`config.mk`:
```
export PLATFORM = sky130hd
export DESIGN_NAME = register_read_mp
export DESIGN_NICKNAME = d
export VERILOG_FILES = /design/src/rtl/register_read_mp_pkg.sv /design/src/rtl/register_read_mp_rr_lane.sv /design/src/rtl/register_read_mp.sv
export SDC_FILE = /design/constraint.sdc
export NUM_CORES = 1
export LEC_CHECK = 0
export BUFFER_PORTS_ARGS = -buffer_cell sky130_fd_sc_hd__clkbuf_2
export CORE_AREA = 2 2 304 306
export CTS_BUF_LIST = sky130_fd_sc_hd__clkbuf_8 sky130_fd_sc_hd__clkbuf_16
export DETAILED_ROUTE_END_ITERATION = 16
export DIE_AREA = 0 0 306 308
export GPL_TIMING_DRIVEN = 0
export HOLD_SLACK_MARGIN = 0.08
export PLACE_DENSITY = 0.52
export REMOVE_ABC_BUFFERS = 1
export SYNTH_ARGS = -nofsm -noshare
export SYNTH_HDL_FRONTEND = slang
export SYNTH_SLANG_ARGS = --single-unit
export TNS_END_PERCENT = 1
```
`constraint.sdc`:
```
create_clock -name clk -period 2.25 [get_ports clk]
set_clock_uncertainty 0.15 [all_clocks]
set_input_delay 0.1125 -clock clk [delete_from_list [all_inputs] [get_ports clk]]
set_output_delay 0.1125 -clock clk [all_outputs]
set_load 0.05 [all_outputs]
```
`src/rtl/register_read_mp_pkg.sv`:
```
// Shared core types and constants for the multi-lane register read stage.
// Latency: n/a (types, constants and a pure operand-select helper only).
// Backpressure: n/a.
// Contents: NUM_PREGS, XLEN, MAX_ISSUE_LANES, PREG_W, sched_pkt_t, exec_pkt_t,
//           lane_state_e, sel_operand().
package register_read_mp_pkg;

  localparam int NUM_PREGS       = 64;
  localparam int XLEN            = 32;
  localparam int MAX_ISSUE_LANES = 4;
  localparam int PREG_W          = $clog2(NUM_PREGS);

  // Packet handed over by the scheduler on a fire.
  typedef struct packed {
    logic [XLEN-1:0]   pc;
    logic [PREG_W-1:0] src1_preg;
    logic [PREG_W-1:0] src2_preg;
    logic [PREG_W-1:0] dst_preg;
    logic [XLEN-1:0]   imm_val;
    logic              instr_valid;
  } sched_pkt_t;

  // Packet presented to execute: scheduler fields plus resolved operands.
  typedef struct packed {
    logic [XLEN-1:0]   pc;
    logic [PREG_W-1:0] src1_preg;
    logic [PREG_W-1:0] src2_preg;
    logic [PREG_W-1:0] dst_preg;
    logic [XLEN-1:0]   imm_val;
    logic              instr_valid;
    logic [XLEN-1:0]   src1_val;
    logic [XLEN-1:0]   src2_val;
  } exec_pkt_t;

  // Lane occupancy, encoded as {SKID.valid, OUT.valid}.
  typedef enum logic [1:0] {
    LANE_EMPTY = 2'b00,
    LANE_ONE   = 2'b01,
    LANE_FULL  = 2'b11
  } lane_state_e;

  // preg 0 is hard-wired zero and wins over any bypass hit on it.
  function automatic logic [XLEN-1:0] sel_operand(
    input logic [PREG_W-1:0] preg,
    input logic              fwd_hit,
    input logic [XLEN-1:0]   fwd_val,
    input logic [XLEN-1:0]   rf_val
  );
    if (preg == '0)   return '0;
    else if (fwd_hit) return fwd_val;
    else              return rf_val;
  endfunction

endpackage

```
`src/rtl/register_read_mp_rr_lane.sv`:
```
// One issue lane: operand select, then OUT register backed by a SKID register.
// Latency: 1 cycle from accept to exec_valid.
// Backpressure: sched_ready = !SKID.valid straight from state flops, so it never
//   depends combinationally on exec_ready; SKID absorbs the one packet in flight.
// Ports: clk, rst (async active-low), flush, sched_valid/ready/pkt,
//        rf_src*_val, fwd_src*_hit/val, exec_valid/ready/pkt.
module rr_lane
  import register_read_mp_pkg::*;
(
  input  logic             clk,
  input  logic             rst,
  input  logic             flush,
  input  logic             sched_valid,
  output logic             sched_ready,
  input  sched_pkt_t       sched_pkt,
  input  logic [XLEN-1:0]  rf_src1_val,
  input  logic [XLEN-1:0]  rf_src2_val,
  input  logic             fwd_src1_hit,
  input  logic             fwd_src2_hit,
  input  logic [XLEN-1:0]  fwd_src1_val,
  input  logic [XLEN-1:0]  fwd_src2_val,
  output logic             exec_valid,
  input  logic             exec_ready,
  output exec_pkt_t        exec_pkt
);

  lane_state_e state_q;
  lane_state_e state_nxt;
  exec_pkt_t   out_q;
  exec_pkt_t   skid_q;
  exec_pkt_t   cap_pkt;
  logic        accept;
  logic        load_out;
  logic        load_skid;
  logic        skid_to_out;

  assign sched_ready = (state_q != LANE_FULL);
  assign exec_valid  = (state_q != LANE_EMPTY);
  assign exec_pkt    = out_q;
  assign accept      = sched_valid & sched_ready & ~flush;

  // Packet as it would be captured this cycle.
  always_comb begin
    cap_pkt             = '0;
    cap_pkt.pc          = sched_pkt.pc;
    cap_pkt.src1_preg   = sched_pkt.src1_preg;
    cap_pkt.src2_preg   = sched_pkt.src2_preg;
    cap_pkt.dst_preg    = sched_pkt.dst_preg;
    cap_pkt.imm_val     = sched_pkt.imm_val;
    cap_pkt.instr_valid = sched_pkt.instr_valid;
    cap_pkt.src1_val    = sel_operand(sched_pkt.src1_preg, fwd_src1_hit,
                                      fwd_src1_val, rf_src1_val);
    cap_pkt.src2_val    = sel_operand(sched_pkt.src2_preg, fwd_src2_hit,
                                      fwd_src2_val, rf_src2_val);
  end

  always_ff @(posedge clk or negedge rst) begin
    if (!rst) state_q <= LANE_EMPTY;
    else      state_q <= state_nxt;
  end

  always_comb begin
    state_nxt   = state_q;
    load_out    = 1'b0;
    load_skid   = 1'b0;
    skid_to_out = 1'b0;
    if (flush) begin
      // Flush kills everything held; exec_ready this cycle is ignored.
      state_nxt = LANE_EMPTY;
    end else begin
      case (state_q)
        LANE_EMPTY: begin
          if (accept) begin
            load_out  = 1'b1;
            state_nxt = LANE_ONE;
          end
        end
        LANE_ONE: begin
          if (exec_ready) begin
            if (accept) load_out  = 1'b1;
            else        state_nxt = LANE_EMPTY;
          end else if (accept) begin
            load_skid = 1'b1;
            state_nxt = LANE_FULL;
          end
        end
        LANE_FULL: begin
          // sched_ready is low here, so no accept can coincide with the drain.
          if (exec_ready) begin
            skid_to_out = 1'b1;
            state_nxt   = LANE_ONE;
          end
        end
        default: state_nxt = LANE_EMPTY;
      endcase
    end
  end

  always_ff @(posedge clk or negedge rst) begin
    if (!rst) begin
      out_q  <= '0;
      skid_q <= '0;
    end else begin
      if (load_out)         out_q <= cap_pkt;
      else if (skid_to_out) out_q <= skid_q;
      if (load_skid)        skid_q <= cap_pkt;
    end
  end

endmodule

```
`src/rtl/register_read_mp.sv`:
```
// Multi-lane register read stage: NUM_LANES independent rr_lane instances.
// Latency: 1 cycle per lane from accept to exec_valid.
// Backpressure: per lane; a stall on one lane never affects another.
// Ports: clk, rst (async active-low), flush, sched_valid/ready/pkt,
//        rf_src*_reg/val, fwd_src*_reg/hit/val, exec_valid/ready/pkt.
module register_read_mp
  import register_read_mp_pkg::*;
#(
  parameter int NUM_LANES = 2
) (
  input  logic                            clk,
  input  logic                            rst,
  input  logic                            flush,
  input  logic [NUM_LANES-1:0]            sched_valid,
  output logic [NUM_LANES-1:0]            sched_ready,
  input  sched_pkt_t [NUM_LANES-1:0]      sched_pkt,
  output logic [NUM_LANES-1:0][PREG_W-1:0] rf_src1_reg,
  output logic [NUM_LANES-1:0][PREG_W-1:0] rf_src2_reg,
  input  logic [NUM_LANES-1:0][XLEN-1:0]  rf_src1_val,
  input  logic [NUM_LANES-1:0][XLEN-1:0]  rf_src2_val,
  output logic [NUM_LANES-1:0][PREG_W-1:0] fwd_src1_reg,
  output logic [NUM_LANES-1:0][PREG_W-1:0] fwd_src2_reg,
  input  logic [NUM_LANES-1:0]            fwd_src1_hit,
  input  logic [NUM_LANES-1:0]            fwd_src2_hit,
  input  logic [NUM_LANES-1:0][XLEN-1:0]  fwd_src1_val,
  input  logic [NUM_LANES-1:0][XLEN-1:0]  fwd_src2_val,
  output logic [NUM_LANES-1:0]            exec_valid,
  input  logic [NUM_LANES-1:0]            exec_ready,
  output exec_pkt_t [NUM_LANES-1:0]       exec_pkt
);

  for (genvar l = 0; l < NUM_LANES; l++) begin : g_lane
    // Read/lookup addresses are plain copies, driven whether or not valid.
    assign rf_src1_reg[l]  = sched_pkt[l].src1_preg;
    assign rf_src2_reg[l]  = sched_pkt[l].src2_preg;
    assign fwd_src1_reg[l] = sched_pkt[l].src1_preg;
    assign fwd_src2_reg[l] = sched_pkt[l].src2_preg;

    rr_lane u_lane (
      .clk          (clk),
      .rst          (rst),
      .flush        (flush),
      .sched_valid  (sched_valid[l]),
      .sched_ready  (sched_ready[l]),
      .sched_pkt    (sched_pkt[l]),
      .rf_src1_val  (rf_src1_val[l]),
      .rf_src2_val  (rf_src2_val[l]),
      .fwd_src1_hit (fwd_src1_hit[l]),
      .fwd_src2_hit (fwd_src2_hit[l]),
      .fwd_src1_val (fwd_src1_val[l]),
      .fwd_src2_val (fwd_src2_val[l]),
      .exec_valid   (exec_valid[l]),
      .exec_ready   (exec_ready[l]),
      .exec_pkt     (exec_pkt[l])
    );
  end

endmodule

```
; ---- After elaboration in Yosys (flattened, before gate mapping)
; Index checks and enable logic that the tools add are counted.
; W data, S select, Z words.
[word_totals]
elab_cells = 111
in_bits = 433
ff_bits = 592
[op_classes]
n_eq_ne = 14
muxes = 46
n_bitwise = 5
n_reduce_logical = 12
[op_table]
columns = operator, count
row1 = $mux W147, 4
row2 = $mux W32, 8
row3 = $logic_not A6 Y1, 4
row4 = $mux W2, 12
row5 = $mux W1, 18
row6 = $pmux W2 S3, 2
row7 = $ne A4 B3 Y1 const B, 2
row8 = $ne A4 B4 Y1 const B, 2
row9 = $reduce_and A4 Y1, 2
row10 = $reduce_bool A2 Y1, 4
row11 = $ne A3 B2 Y1 const B, 2
row12 = $ne A3 B3 Y1 const B, 2
row13 = $and A1 B1 Y1, 4
row14 = $eq A2 B1 Y1 const B, 2
row15 = $eq A2 B2 Y1 const B, 2
row16 = $logic_not A2 Y1, 2
row17 = $ne A2 B2 Y1 const B, 2
row18 = $pmux W1 S2, 2
row19 = $not A1 Y1, 1

; ---- Logic depth before layout (Yosys ltp)
[logic_depth]
word_depth = 8
ltp_mapped = 9
ltp_nobuf = 6

; ---- By module
; A second synthesis with hierarchy kept.
[hier_totals]
cells_unflattened = 2277
hier_area_um2 = 27141.0
[modules_own_cells]
columns = module, cells_each, area_per_inst_um2, instances
row1 = rr_lane (g_lane[1].u_lane), 1114, 13417.9, 1
row2 = rr_lane (g_lane[0].u_lane), 1115, 13362.8, 1
row3 = register_read_mp, 48, 360.3, 1

; ---- Worst setup path before layout
; No wires, ideal clock.
[synth_path]
path_type = register to register
start = register g_lane[0].u_lane.state_q[1]
end = register g_lane[0].u_lane.skid_q[84] (netlist bit)
path_slack_ps = 4
t_required_ps = 1975
setup_time_ps = 125
stages_incl_launch_ff = 9
arrival_time_ps = 1971
path_buffers = 3
cell_sequence = dfrtp_1 inv_1 ha_1 nand2b_4 or4b_4 buf_6 buf_6 buf_6 mux2_4
[synth_via]
elab_chain_len = 7
[synth_lines]
columns = item, line_no
row1 = from (decl), register_read_mp_rr_lane.sv:27  ; lane_state_e state_q;
row2 = from (signal assigned), register_read_mp_rr_lane.sv:59  ; else state_q <= state_nxt;
row3 = $ne A2 B2 Y1, register_read_mp_rr_lane.sv:37  ; assign sched_ready = (state_q != LANE_FULL);
row4 = $and A1 B1 Y1 (2 in a row), register_read_mp_rr_lane.sv:40  ; assign accept = sched_valid & sched_ready & ~flush;
row5 = $mux W1, register_read_mp_rr_lane.sv:82  ; end else if (accept) begin
row6 = $mux W1, register_read_mp_rr_lane.sv:79  ; if (exec_ready) begin
row7 = $mux W1 *, register_read_mp_rr_lane.sv:71  ; case (state_q)
row8 = $mux W1 *, register_read_mp_rr_lane.sv:67  ; if (flush) begin
row9 = to (signal assigned), register_read_mp_rr_lane.sv:106  ; if (load_skid) skid_q <= cap_pkt;
row10 = to (decl), register_read_mp_rr_lane.sv:30  ; exec_pkt_t skid_q;
; Every way passes the cells marked *; elsewhere a longest branch is shown, timed or not.
; A chain may end at the register's enable or synchronous reset.

; ---- Worst setup path after layout
[layout_path]
start = register g_lane[0].u_lane.state_q[1]
end = register g_lane[0].u_lane.out_q (netlist bit g_lane[0].u_lane.exec_pkt[0])
[layout_via]
elab_chain_len = 8
[layout_lines]
columns = item, line_no
row1 = $ne A2 B2 Y1, register_read_mp_rr_lane.sv:37
row2 = $and A1 B1 Y1 (2 in a row), register_read_mp_rr_lane.sv:40
row3 = $mux W1, "register_read_mp_rr_lane.sv:73, register_read_mp_rr_lane.sv:80"
row4 = $mux W1, register_read_mp_rr_lane.sv:79
row5 = $pmux W1 S2, register_read_mp_rr_lane.sv:71
row6 = $mux W1, register_read_mp_rr_lane.sv:67
row7 = $mux W147 or $reduce_bool A2 Y1 (tied branches), --
row8 = to (signal assigned), register_read_mp_rr_lane.sv:104  ; if (load_out) out_q <= cap_pkt;
row9 = to (signal assigned), register_read_mp_rr_lane.sv:105  ; else if (skid_to_out) out_q <= skid_q;
row10 = to (decl), register_read_mp_rr_lane.sv:29  ; exec_pkt_t out_q;
; Parallel ways exist; a longest one is shown, timed or not.

==> reports/qor.yml <==
drt-initial-drc-count: 1215
grt_max_degree: 108
p_int_w: 0.0284
grt_first_pass_wirelength_um: 138000
synth_compound_area_share_pct: 13.8
slew_viol_final: 0
holdBufCountCts: 433
track_usage_pct: 18.9
vias: 22027
synthXorXnorAreaFrac_pct: 0
fin_ws_ps: -124
antenna_found_initial: 9
root_buffer: "clkbuf_16"
synth_adder_area_share_pct: 0.379
dp.final_hpwl_um: 62100
finalCritPeriodShare_pct: 106
worst_pin_slew_ps: 1310
status: "complete, but fails checks"
slowest_stage: "dfrtp_1"
muxShareOfSynthArea_pct: 18.3
grt_pass1_vias: 22348
syn_to_final_growth_pct: 51.3
power_frac_clock_pct: 22.7
peakVddDrop_mv: 0.820
yosysWarningCount: 0
mostFrequentLayoutCell: "clkbuf_2"
path_class: "flip-flop to flip-flop"
maxSlewHeadroom_pct: 12.7
max-clock-path-buffers: 3
rows: 111
hold_violations: 47
reg2reg_depth: 14
via_per_inst: 4.74
final_cell_mix: "clkbuf_2, dfrtp_1, dlygate4sd3_1"
worstPathCellList: "inv_2 -> buf_4 -> ha_4 -> a21oi_4 -> nor4b_4 -> buf_6 -> buf_12 -> buf_12 -> buf_16 -> buf_12 -> buf_12 -> buf_12 -> nor2_2 -> a21oi_2"
cts.sinks: 592
p_leak_nw: 20.0
ys_types: 38
period_minus_slack_ps: 2370
ys.flop_type: "dfrtp_1"
synth-simple-area-share_pct: 6.80
wl_um: 94700
hp-class: "input port to async pin"
pwr-share-comb_pct: 40.5
seqPwrFrac_pct: 36.8
drv_cap: 0
cts_made_buffers: 72
ys_seq_area_share_pct: 56.2
violations: "hold timing, setup timing"
syn_inst: 2229
portBuffers: 778
fin_setup_tns_ps: -12010
power_w: 0.0487
startpoint_type: "flip-flop"
ant_nets: 0
finish.net_count: 3859
dieArea_um2: 94200
p_switching_w: 0.0203
initial_utilization_pct: 29.0
dpl_worst_slack_ps: -1420
p_per_area_nw_per_um2: 1220
cp.required_ps: 2580
path_clk_slew_ps: 60
async_reset_ff_share_pct: 100
worstPathArrival_ps: 2710
fmaxAchievable_mhz: 421
rsz0062_at_grt: "true"
holdWs_ps: -75.2
cp_max_fo: 7
cp_common_cell: "buf_12"
p_sw_share_pct: 41.7
die_y_um: 308
synth_edf_count: 0
wl_per_cell_um: 20.4
overflow: 0
setup_violations: 182
clkLatencyLatePin_ps: 590
final_layout_size_suffix_gt1_share_pct: 39.7
place_congestion: 0.808
avgSynthCellArea_um2: 11.8
htreeDepth: 3
cpPeakStageDelay_ps: 400
core_um2: 91000
drt_pass1_iterations: 5
synth_area_um2: 26400
drc: 0
ys_ff_latch: 592
ios: 779
synth_top_family_by_area: "multiplexers"
dieWidth_um: 306
worstSetupEndpointType: "flip-flop"
tritoncts: "done"
==> per-stage QoR <==
step                      instance area (um2)  hold WS, ps  cells  util [%]
after floorplan                         25200         -333   2001         -
after global placement                  30600          183   3965      33.6
after detailed placement                31800         23.3   4023      35.0
after CTS                               39100        -85.7   4618      43.0
after global routing                    39900        -43.0   4651      43.9
final                                   39900        -75.2   4651      43.9
==> cell families after synthesis <==
| family | count (synthesis) |
|---|---|
| flops | 592 |
| compound gates | 521 |
| mux | 442 |
| simple gates | 430 |
| buf+inv | 236 |
| fa+ha+maj | 8 |
==> power groups by stage <==
stage               registers, W  clock network, W  logic, W
CTS                       0.0179            0.0114    0.0195
global route              0.0185            0.0118    0.0209
floorplan                 0.0250                 0   0.00565
detailed placement        0.0180                 0    0.0184
global placement          0.0177                 0    0.0170
finish                    0.0179            0.0110    0.0197
==> state kept, by name, indices dropped and copies added, names as in the netlist <==
signal	flops
g_lane.u_lane.exec_pkt	294
g_lane.u_lane.skid_q	294
g_lane.u_lane.state_q	4
==> timing repair <==
action / CTS / global route
endpoints found under the hold margin: 831 / 68
endpoints found under the setup margin: 556 / 465
cloned: 7 / 17
gates resized for setup: 90 / 114
setup buffers: 41 / 12
pin swaps: 10 / 53
==> metal layers <==
layer	vias to the layer above	GRT usage, %	routed length, um	part of all wire, %
li1	10351	-	-	-
met4	8	7.19	3200	3.4
met5	-	0	63	0.067
met3	149	4.97	5600	5.9
met1	10933	23.1	39200	41
met2	586	31.8	46600	49
==> final timing paths <==
kind / end / slack (ps) / start
worst min-delay path: g_lane[0].u_lane.state_q[1] / -80 / rst
min in group clk: g_lane[0].u_lane.exec_pkt[72] / 130 / sched_pkt[8]
worst max register to register: g_lane[0].u_lane.exec_pkt[0] / -120 / g_lane[0].u_lane.state_q[1]
worst max-delay path: g_lane[0].u_lane.exec_pkt[0] / -120 / g_lane[0].u_lane.state_q[1]
worst min register to register: g_lane[1].u_lane.exec_pkt[65] / 320 / g_lane[1].u_lane.exec_pkt[65]
max in group asynchronous: g_lane[0].u_lane.exec_pkt[121] / 260 / rst
==> Yosys cell counts, types with 3 or more instances <==
library cell / instances / area, um2
buf_4: 53 / 398
clkbuf_1: 98 / 368
dfrtp_1: 592 / 14800
a21oi_1: 67 / 335
mux2i_1: 148 / 1480
a22o_1: 83 / 727
o21ai_0: 150 / 751
a211o_1: 3 / 26.3
a21o_1: 84 / 631
nor3_1: 64 / 320
a221o_1: 64 / 641
buf_6: 4 / 45.0
inv_1: 8 / 30.0
or4_1: 3 / 22.5
mux2_4: 12 / 180
buf_1: 10 / 37.5
nor2_1: 68 / 255
o31ai_1: 64 / 480
nand2_1: 279 / 1050
mux2_2: 282 / 3180
ha_1: 8 / 100
buf_2: 63 / 315
nand2b_1: 3 / 18.8
==> critical path, delay by kind of cell, from the launching register on <==
family / cells / cell delay, ps
flops: 1 / 400
compound gates: 2 / 180
fa+ha+maj: 1 / 170
simple gates: 2 / 180
buf+inv: 9 / 1150
==> area by class of cell <==
type	count	area [um2]
flip-flops and latches	592	14800
clock inverters	33	233
diodes	5	12.5
fillers	8562	51100
inverters	8	30.0
multi-input cells	1405	10700
repair buffers	1339	10600
well taps	1186	1480
clock buffers	83	1960
No activity file was read; power rests on OpenSTA's default activity.
